File: src/rtl/bit_serializer.sv
// Parallel-to-serial feeder with a one-word holding buffer so words stream gap-free.
// Build option: define SER_LSB_FIRST_EN for LSB-first output (MSB-first otherwise).
module bit_serializer #(
    parameter int WIDTH = 8
) (
    input  logic             clk,
    input  logic             reset,
    input  logic [WIDTH-1:0] load_data,
    input  logic             load_valid,
    output logic             load_ready,
    output logic             ser_out,
    output logic             ser_valid,
    output logic             word_done,
    output logic             busy
);
    localparam int CW = (WIDTH > 1) ? $clog2(WIDTH) : 1;
    localparam logic [CW-1:0] LAST = CW'(WIDTH - 1);

    typedef enum logic {
        IDLE  = 1'b0,
        SHIFT = 1'b1
    } state_t;

    state_t           r_state;
    logic [WIDTH-1:0] r_shreg;
    logic [WIDTH-1:0] r_hbuf;
    logic [CW-1:0]    r_cnt;
    logic             r_hfull;

    logic             w_accept;
    logic             w_last;
    logic             w_out_bit;
    logic [WIDTH-1:0] w_shifted;

`ifdef SER_LSB_FIRST_EN
    assign w_out_bit = r_shreg[0];
    assign w_shifted = {1'b0, r_shreg[WIDTH-1:1]};
`else
    assign w_out_bit = r_shreg[WIDTH-1];
    assign w_shifted = {r_shreg[WIDTH-2:0], 1'b0};
`endif

    // Outputs decode straight from registers so the async reset clears them at once.
    assign ser_valid  = (r_state == SHIFT);
    assign w_last     = ser_valid && (r_cnt == LAST);
    assign ser_out    = ser_valid && w_out_bit;
    assign word_done  = w_last;
    assign load_ready = !r_hfull;
    assign w_accept   = load_valid && load_ready;
    assign busy       = ser_valid || r_hfull;

    always_ff @(posedge clk or negedge reset) begin
        if (!reset) begin
            r_state <= IDLE;
            r_shreg <= '0;
            r_hbuf  <= '0;
            r_cnt   <= '0;
            r_hfull <= 1'b0;
        end else begin
            case (r_state)
                IDLE: begin
                    if (w_accept) begin
                        r_shreg <= load_data;
                        r_cnt   <= '0;
                        r_state <= SHIFT;
                    end
                end
                SHIFT: begin
                    if (!w_last) begin
                        r_shreg <= w_shifted;
                        r_cnt   <= r_cnt + 1'b1;
                        if (w_accept) begin
                            r_hbuf  <= load_data;
                            r_hfull <= 1'b1;
                        end
                    end else if (r_hfull) begin
                        r_shreg <= r_hbuf;
                        r_hfull <= 1'b0;
                        r_cnt   <= '0;
                    end else if (w_accept) begin
                        // Last-bit accept bypasses the buffer to keep the stream gap-free.
                        r_shreg <= load_data;
                        r_cnt   <= '0;
                    end else begin
                        r_shreg <= '0;
                        r_cnt   <= '0;
                        r_state <= IDLE;
                    end
                end
                default: r_state <= IDLE;
            endcase
        end
    end
endmodule
File: config.mk
export PLATFORM = sky130hd
export DESIGN_NAME = bit_serializer
export DESIGN_NICKNAME = d
export VERILOG_FILES = /design/src/rtl/bit_serializer.sv
export SDC_FILE = /design/constraint.sdc
export NUM_CORES = 1
export LEC_CHECK = 0
export BUFFER_PORTS_ARGS = -buffer_cell sky130_fd_sc_hd__buf_2
export CORE_UTILIZATION = 54
export CTS_CLUSTER_DIAMETER = 150
export DETAILED_ROUTE_END_ITERATION = 10
export GPL_TIMING_DRIVEN = 0
export PLACE_DENSITY = 0.83
export SYNTH_ARGS = -nofsm -noshare
export SYNTH_HDL_FRONTEND = slang
export SYNTH_SLANG_ARGS = --single-unit
File: constraint.sdc
create_clock -name clk -period 2.1 [get_ports clk]
set_input_delay 0.315 -clock clk [delete_from_list [all_inputs] [get_ports clk]]
set_output_delay 0.315 -clock clk [all_outputs]
set_load 0.02 [all_outputs]
==> results of run 1 <==
[per-layer routing]
metal  vias to the layer above  routed length (um)  GRT usage
li1                        390                   -          -
met1                       411                 957     0.2882
met2                        34                1083     0.3806
met3                         4                 100    0.04706
met4                         0                  18    0.08235
met5                         -                   0          0
[sequential cells by signal, indices dropped and copies added, names as in the netlist]
signal     flops
r_shreg        8
ser_valid      1
r_hfull        1
r_hbuf         8
r_cnt          3
[power breakdown]
| part | total [mW] | internal (mW) | switching [mW] |
|---|---|---|---|
| Clock | 0.192 | 0.0740 | 0.118 |
| Sequential | 0.721 | 0.606 | 0.115 |
| Combinational | 0.848 | 0.402 | 0.446 |
| Total | 1.76 | 1.08 | 0.678 |
[cells in the mapped netlist]
library cell   n
dfrtp_1       21
nand2_1       11
mux2_1         8
and3_1         7
and3b_1        7
o32a_1         7
a21boi_1       6
clkbuf_1       5
inv_1          4
o22ai_1        3
and2_1         2
ha_1           2
o21ai_0        2
a21boi_0       1
a2bb2oi_1      1
buf_6          1
nand2b_1       1
nand2b_2       1
nand3_1        1
nand3b_1       1
nor2_4         1
o21ai_1        1
o2bb2ai_1      1
or2_2          1
[how the worst max path moves through the flow]
stage	from	to	slack [ns]	cells after the start
after floorplan	r_cnt[0]	r_hbuf[0]	0.51	5
after global placement	r_cnt[0]	r_hbuf[6]	0.38	5
after detailed placement	r_cnt[0]	r_hbuf[3]	0.36	5
after CTS	r_cnt[0]	word_done	0.02	5
after global routing	r_cnt[0]	word_done	0.03	5
final	r_cnt[0]	word_done	0.1	5
[per-stage QoR]
step	util	std cells	instance area, um2
global placement	0.6561	136	1170
floorplan	-	96	1064
detailed placement	0.6561	136	1170
global route	0.6772	141	1207
CTS	0.6765	141	1206
finish	0.6772	141	1207
[cells by family (layout without fill, tap and decap cells)]
group                    count (synthesis)  after routing  synth area share
AND/OR/NAND/NOR                         33             33            0.1918
adder cells (fa/ha/maj)                  2              2           0.02353
buffers and inverters                   10             30           0.04235
AO/OA/AOI/OAI                           22             22            0.1635
flip-flops                              21             21            0.4941
multiplexers                             8              8           0.08471
[final cells by class]
| cell class | count | area, um2 | share of cell area |
|---|---|---|---|
| tap | 25 | 31.28 | 0.02591 |
| multi-input combinational | 65 | 493.0 | 0.4083 |
| buffer | 6 | 31.28 | 0.02591 |
| clock buffer | 4 | 26.28 | 0.02176 |
| sequential | 21 | 525.5 | 0.4352 |
| timing repair buffer | 16 | 85.08 | 0.07047 |
| inverter | 4 | 15.01 | 0.01244 |
[critical path: stages, from the launching register on]
cell and delay, ns:
dfrtp_1 0.42, ha_1 0.21, ha_1 0.20, clkbuf_2 0.20
and2_1 0.20, buf_2 0.16
[what timing repair did]
item                                   4_1_cts  5_1_grt
gates resized for setup                      0        2
endpoints found under the hold margin       21        0
setup endpoints to repair                    0        1
hold buffers                                 1        0
setup buffers                                0        0
==> results by stage, run 1 <==
Timing:
- The worst path in the final design needs a cycle of 2.002 ns, including I/O delays and setup.
- The total count of max-transition violations in the final report was 0.
- The summed negative setup slack over all endpoints is 0 ns.
- The headroom to the max-slew limit is 0.6926.
- The clock skew is 0.003878 ns.
- The total count of hold-check failures in the final report is 0.
- Setup repair after global routing left no endpoint under its margin.
- On the final layout, the worst hold slack is 0.2363 ns.
- Setup violations remaining at the end of the flow were counted as 0.
- The achievable frequency is 0.4994 GHz.
- The period utilization is 0.9535.
- The final critical-path setup slack is 0.09762 ns.
- The actual slew at the worst max-slew pin is 0.4611 ns.

Critical path:
- STA classifies the critical path startpoint as a flop.
- In this run the critical register-to-register path is captured at r_hbuf[5].
- STA puts the critical path data arrival time at 1.69 ns.
- Along the worst path, the maximum fanout reaches 10.
- In this run the critical register-to-register path is launched from r_cnt[0].
- The endpoint type of the worst setup path is a primary output.
- In this run the register-to-register setup slack is 0.34 ns.
- The path type of the worst setup path is reg -> out.
- The worst register-to-register path has a depth of 5.
- For the worst setup path, the data required time is 1.78 ns.

Synthesis:
- The post-synthesis sequential area ratio is 0.4941.
- The count of state elements after synthesis is 21.
- The netlist uses 24 different library cells.
- The number of warnings printed during yosys synthesis is 0.
- The share of synthesized area in the top cell type comes to 0.4941.
- Summed over all instances, the cell type with the most area after synthesis is dfrtp_1.
- Synthesis produced a netlist with a net count of 109.
- The mapped netlist covers 1064 um2.
- The per-instance average area after synthesis is 11.08 um2.
- Synthesis produced a netlist whose cell count is 96.
- By area the synthesized netlist is led by dfrtp_1, mux2_1, o32a_1.

Floorplan:
- The die is 46.38 um tall.
- The area of the die is 2151 um2.
- Row generation in the floorplan step produced 15 rows.
- The chip width is 46.38 um.
- The initial utilization of the core area, before any placement, comes to 0.5965.
- The standard cell core area is 1783 um2.
- The total I/O pin count is 16.

Global routing:
- The via count of the first global-routing pass is 790.
- The total routing resource utilization after global routing is 0.2281.
- The first global-routing pass estimated 3401 um of wire.
- The pin count of the biggest net entering global routing is 22.
- The number of antenna violations at the first check in global routing came to 0.
- The total grt overflow is 0.

Routing:
- After detailed routing, the number of remaining DRC violations is 0.
- In the routed layout, each cell is associated on average with a via count of 5.950.
- The first TritonRoute pass finished after 4 iterations.
- The detailed router finished its first iteration with 20 violations.
- The post-detailed-route count of antenna-violating nets is 0.
- Summing over every cut layer, the via total after detailed routing is 839.
- The final wirelength is 2159 um.
- The average routed wire per standard cell is 15.31 um.

Clocking:
- For this design, the sink count on the clock tree is 21.
- The clock-pin slew on the worst setup and hold paths is 0.11 ns.
- The TritonCTS clock tree is built.
- The level count of the clock H-tree is 1.
- CTS placed an instance of clkbuf_4 at the clock tree root.
- The total clock buffers created by CTS is 3.
- The number of buffers on the longest clock path is 2.
- The worst-skew pair later-pin latency is 0.30 ns.

Power and ir drop:
- Power spread over the standard cell area amounts to 1458 nW/um2.
- The worst-case IR drop observed on VDD is 0.7417 mV.
- Summed over all cells, the static leakage comes to 0.6050 nW.
- The post-route total power is 1.760 mW.

Worst hold path:
- The worst hold path terminates at r_hbuf[6].
- The depth of the worst hold-timing path is 2.
- The origin of the worst min-delay path is load_data[6].
- The worst hold-check path type is in -> reg.

Final layout:
- At the end of the flow, the number of nets in the layout was 130.
- The number of inserted filler cells in the final layout is 146.
- The share of cells above drive strength 1 is 0.1983.
- The antenna diode count is 0.
- Leaving out fill and tap cells, the most frequent cell in the layout is dfrtp_1.
- The library cells used most frequently in the layout, excluding fill and tap cells, are dfrtp_1, buf_2, nand2_1.
- From synthesis to final layout, the design area changed by 13.53%.

Place:
- The post-detailed-placement half-perimeter wirelength is 1526 um.
- The post-place setup slack is 0.3624 ns.
- At the end of routability-driven placement, the weighted congestion stood at 0.8152.
- Input and output buffers added on the ports amount to 15.

Run status:
- The run finished with clean final reports.

Run:
- The tool flagged a number of max-cap violations equal to 0.
Power figures use the tool's default switching activity.
==> inputs of run 2 (changes only) <==
--- a/config.mk
+++ b/config.mk
@@ -6,11 +6,11 @@
 export NUM_CORES = 1
 export LEC_CHECK = 0
 export BUFFER_PORTS_ARGS = -buffer_cell sky130_fd_sc_hd__buf_2
-export CORE_UTILIZATION = 54
+export CORE_UTILIZATION = 55
 export CTS_CLUSTER_DIAMETER = 150
 export DETAILED_ROUTE_END_ITERATION = 10
 export GPL_TIMING_DRIVEN = 0
-export PLACE_DENSITY = 0.83
+export PLACE_DENSITY = 0.84
 export SYNTH_ARGS = -nofsm -noshare
 export SYNTH_HDL_FRONTEND = slang
 export SYNTH_SLANG_ARGS = --single-unit
==> constraint.sdc (replaced) <==
create_clock -name clk -period 2.6 [get_ports clk]
set_input_delay 0.39 -clock clk [delete_from_list [all_inputs] [get_ports clk]]
set_output_delay 0.39 -clock clk [all_outputs]
set_load 0.02 [all_outputs]
==> run 2 against run 1 <==
Against the previous run:
- cell count fell by 0.71%
- worst setup slack improved by 0.31 ns
- critical path depth did not move
- largest cell class unchanged
- highest routed layer unchanged
==> results by stage, run 2 (synthesized netlist as in run 1, its figures left out) <==
Power and ir drop:
- The switching share of total power is 0.3888 (was 0.3853).
- The sequential share of power is 0.408 (was 0.410).
- The leakage dissipation is 0.5975 nW (was 0.6050 nW).
- The combinational fraction of design power is 0.480 (was 0.482).
- The total power density per cell area is 1195 nW/um2 (was 1458 nW/um2).
- The fraction of power consumed by the clock network came to 0.113 (was 0.109).
- The net switching component of the power is 0.5557 mW (was 0.6783 mW).
- The total internal power is 0.8735 mW (was 1.082 mW).
- The maximum ir drop on the vdd rail is 0.6857 mV (was 0.7417 mV).

Critical path:
- The minimum setup slack among reg-to-reg paths is 0.82 ns (was 0.34 ns).
- The most numerous cell on the critical path is ha_1 (unchanged).
- The data arrival time at the worst-slack endpoint is 1.81 ns (was 1.69 ns).
- The capture instance of the worst register-to-register path is r_hbuf[5] (unchanged).
- The endpoint type of the worst setup path is a primary output (unchanged).
- The master of the slowest instance on the critical path is dfrtp_1 (unchanged).
- The beginning of the critical path is r_cnt[0] (unchanged).
- The number of cells on the worst reg-to-reg path is 5 (unchanged).
- The required time reported for the critical path endpoint is 2.21 ns (was 1.78 ns).
- The path type of the worst setup path is reg -> out (unchanged).
- List of cells traversed by the critical path: ha_1, ha_1, clkbuf_1, and2_1, buf_2 (was ha_1, ha_1, clkbuf_2, and2_1, buf_2).
- The destination of the critical timing path is word_done (unchanged).
- The maximum single-stage delay on the critical path came to 0.40 ns (was 0.42 ns).
- The largest fanout on the critical path is 10 (unchanged).
- The startpoint type of the worst setup path is a flop (unchanged).
- The startpoint of the worst register-to-register path was r_cnt[0] (unchanged).

Clocking:
- The post-cts hold buffer count is 0 (was 1).
- The level count of the clock H-tree came to 1 (unchanged).
- The TritonCTS clock tree is built (unchanged).
- The clock-pin slew on the worst setup and hold paths is 0.12 ns (was 0.11 ns).
- The TritonCTS sink count is 21 (unchanged).
- The cell at the root of the clock tree was clkbuf_4 (unchanged).
- The number of buffers on the longest clock path is 2 (unchanged).
- The number of gates given a new drive strength after cts is 0 (unchanged).
- The worst-skew pair later-pin latency is 0.31 ns (was 0.30 ns).
- The total clock buffers created by CTS is 3 (unchanged).
- The post-CTS setup repair buffer count is 0 (unchanged).

Final layout:
- The cell area after layout is 1196 um2 (was 1207 um2).
- The fraction of the core area covered by cells at the end of the flow is 0.6780 (was 0.6772).
- The growth of design area from synthesis to finish is 12.47% (was 13.53%).
- The antenna diode count came to 0 (unchanged).
- The commonest non-fill, non-tap cell in the layout is dfrtp_1 (unchanged).
- Leading registers by flop count: r_hbuf x8, r_shreg x8, r_cnt x3 (unchanged).
- The share of cells above drive strength 1 is 0.1913 (was 0.1983).
- Most frequent cells in the layout: dfrtp_1, buf_2, nand2_1 (unchanged).
- The final net count is 129 (was 130).

Global routing:
- The met2 usage in global routing came to 0.4113 (was 0.3806).
- The pin count of the biggest net entering global routing is 22 (unchanged).
- The via count of the first global-routing pass came to 760 (was 790).
- The global-route wire length before repair came to 3588 um (was 3401 um).
- The total routing resource utilization after global routing is 0.2525 (was 0.2281).
- The number of antenna violations at the first check in global routing is 0 (unchanged).
- The met1 track demand over resource is 0.3258 (was 0.2882).
- The met3 track utilization from global routing is 0.02381 (was 0.04706).
- The busiest metal layer after global routing is met2 (unchanged).
- The total grt overflow is 0 (unchanged).

Floorplan:
- The die height is 45.98 um (was 46.38 um).
- The standard cell core area is 1764 um2 (was 1783 um2).
- The effective utilization at floorplan is 0.6028 (was 0.5965).
- The total number of placement rows came to 15 (unchanged).
- The total I/O pin count is 16 (unchanged).
- The chip width was 45.98 um (was 46.38 um).
- The area of the die is 2114 um2 (was 2151 um2).

Routing:
- The final wirelength is 2189 um (was 2159 um).
- The via count is 818 (was 839).
- The number of DRC markers after the initial detailed-route iteration was 10 (was 20).
- The post-detailed-route count of antenna-violating nets is 0 (unchanged).
- The average routed wire per standard cell is 15.64 um (was 15.31 um).
- The average via count per standard cell is 5.843 (was 5.950).
- The DRC violation count after routing came to 0 (unchanged).
- The number of search-and-repair iterations in the first detailed-routing pass is 4 (unchanged).

Place:
- The placer congestion estimate was 0.8282 (was 0.8152).
- The instance area at placement came to 1170 um2 (unchanged).
- The post-detailed-placement half-perimeter wirelength is 1494 um (was 1526 um).
- The count of input and output buffers is 15 (unchanged).

Timing:
- The clock skew is 0.003728 ns (was 0.003878 ns).
- RSZ-0062 raised after global routing: no (unchanged).
- The summed negative setup slack over all endpoints is 0 ns (unchanged).
- The headroom to the max-slew limit is 0.6744 (was 0.6926).
- The final count of negative-setup-slack endpoints was 0 (unchanged).
- The achievable frequency is 0.4554 GHz.
- The clock period could shrink to 2.196 ns.
- The total count of max-transition violations in the final report is 0 (unchanged).
- In the finished design, the share of the clock period the worst path needs comes to 0.8445.
- The actual slew at the worst max-slew pin was 0.4884 ns (was 0.4611 ns).
- The total count of hold-check failures in the final report is 0 (unchanged).

Run status:
- Outcome: complete, no violations (unchanged).

Run:
- The number of violations of the max-capacitance limit came to 0 (unchanged).

Worst hold path:
- The worst hold-check path type is in -> async (was in -> reg).
==> run 2: layer usage <==
layer  up-vias  part of all wire
met3         4             0.043
met4         0             0.024
li1        388                 -
met1       403              0.43
met5         -                 0
met2        23              0.50
==> run 2: per-stage QoR <==
| stage | hold slack, ns | power [mW] | instances | setup WS [ns] |
|---|---|---|---|---|
| finish | 0.007649 | 1.429 | 140 | 0.4042 |
| global route | 0.04161 | 1.547 | 140 | 0.2470 |
| CTS | 0.02753 | 1.440 | 140 | 0.3759 |
| detailed placement | 0.3707 | 1.282 | 136 | 0.7307 |
| global placement | 0.3752 | 1.236 | 136 | 0.8111 |
| floorplan | 0.09441 | 1.092 | 96 | 1.014 |
==> run 2: worst max-delay path: cells and delay by family, from the launching register on <==
family	cells	cell delay (ns)
adders and majority gates	2	0.35
buffers and inverters	2	0.52
DFF	1	0.40
and+or+nand+nor	1	0.22
==> run 2: area by class of cell <==
| type | instances | area, um2 |
|---|---|---|
| multi-input combinational | 65 | 493.0 |
| tap | 25 | 31.28 |
| buffer | 6 | 30.03 |
| timing repair buffer | 15 | 75.07 |
| clock buffer | 4 | 26.28 |
| inverter | 4 | 15.01 |
| fill | 159 | 568.0 |
| sequential | 21 | 525.5 |
==> run 2: power groups by stage <==
| stage | combinational, mW | sequential [mW] | clock (mW) |
|---|---|---|---|
| floorplan | 0.524 | 0.568 | 0 |
| global placement | 0.657 | 0.579 | 0 |
| detailed placement | 0.691 | 0.591 | 0 |
| CTS | 0.694 | 0.582 | 0.164 |
| global route | 0.769 | 0.602 | 0.176 |
| finish | 0.685 | 0.583 | 0.161 |
==> run 2: how the worst min path moves through the flow <==
| stage | start | to | slack (ns) | cells after the start |
|---|---|---|---|---|
| 2_1_floorplan | reset | r_cnt[0] | 0.09 | 0 |
| 3_3_place_gp | reset | r_cnt[0] | 0.38 | 1 |
| 3_5_place_dp | reset | r_cnt[0] | 0.37 | 1 |
| 4_1_cts | reset | r_cnt[1] | 0.03 | 1 |
| 5_1_grt | reset | r_cnt[0] | 0.04 | 1 |
| 6_report | reset | r_cnt[0] | 0.008 | 1 |
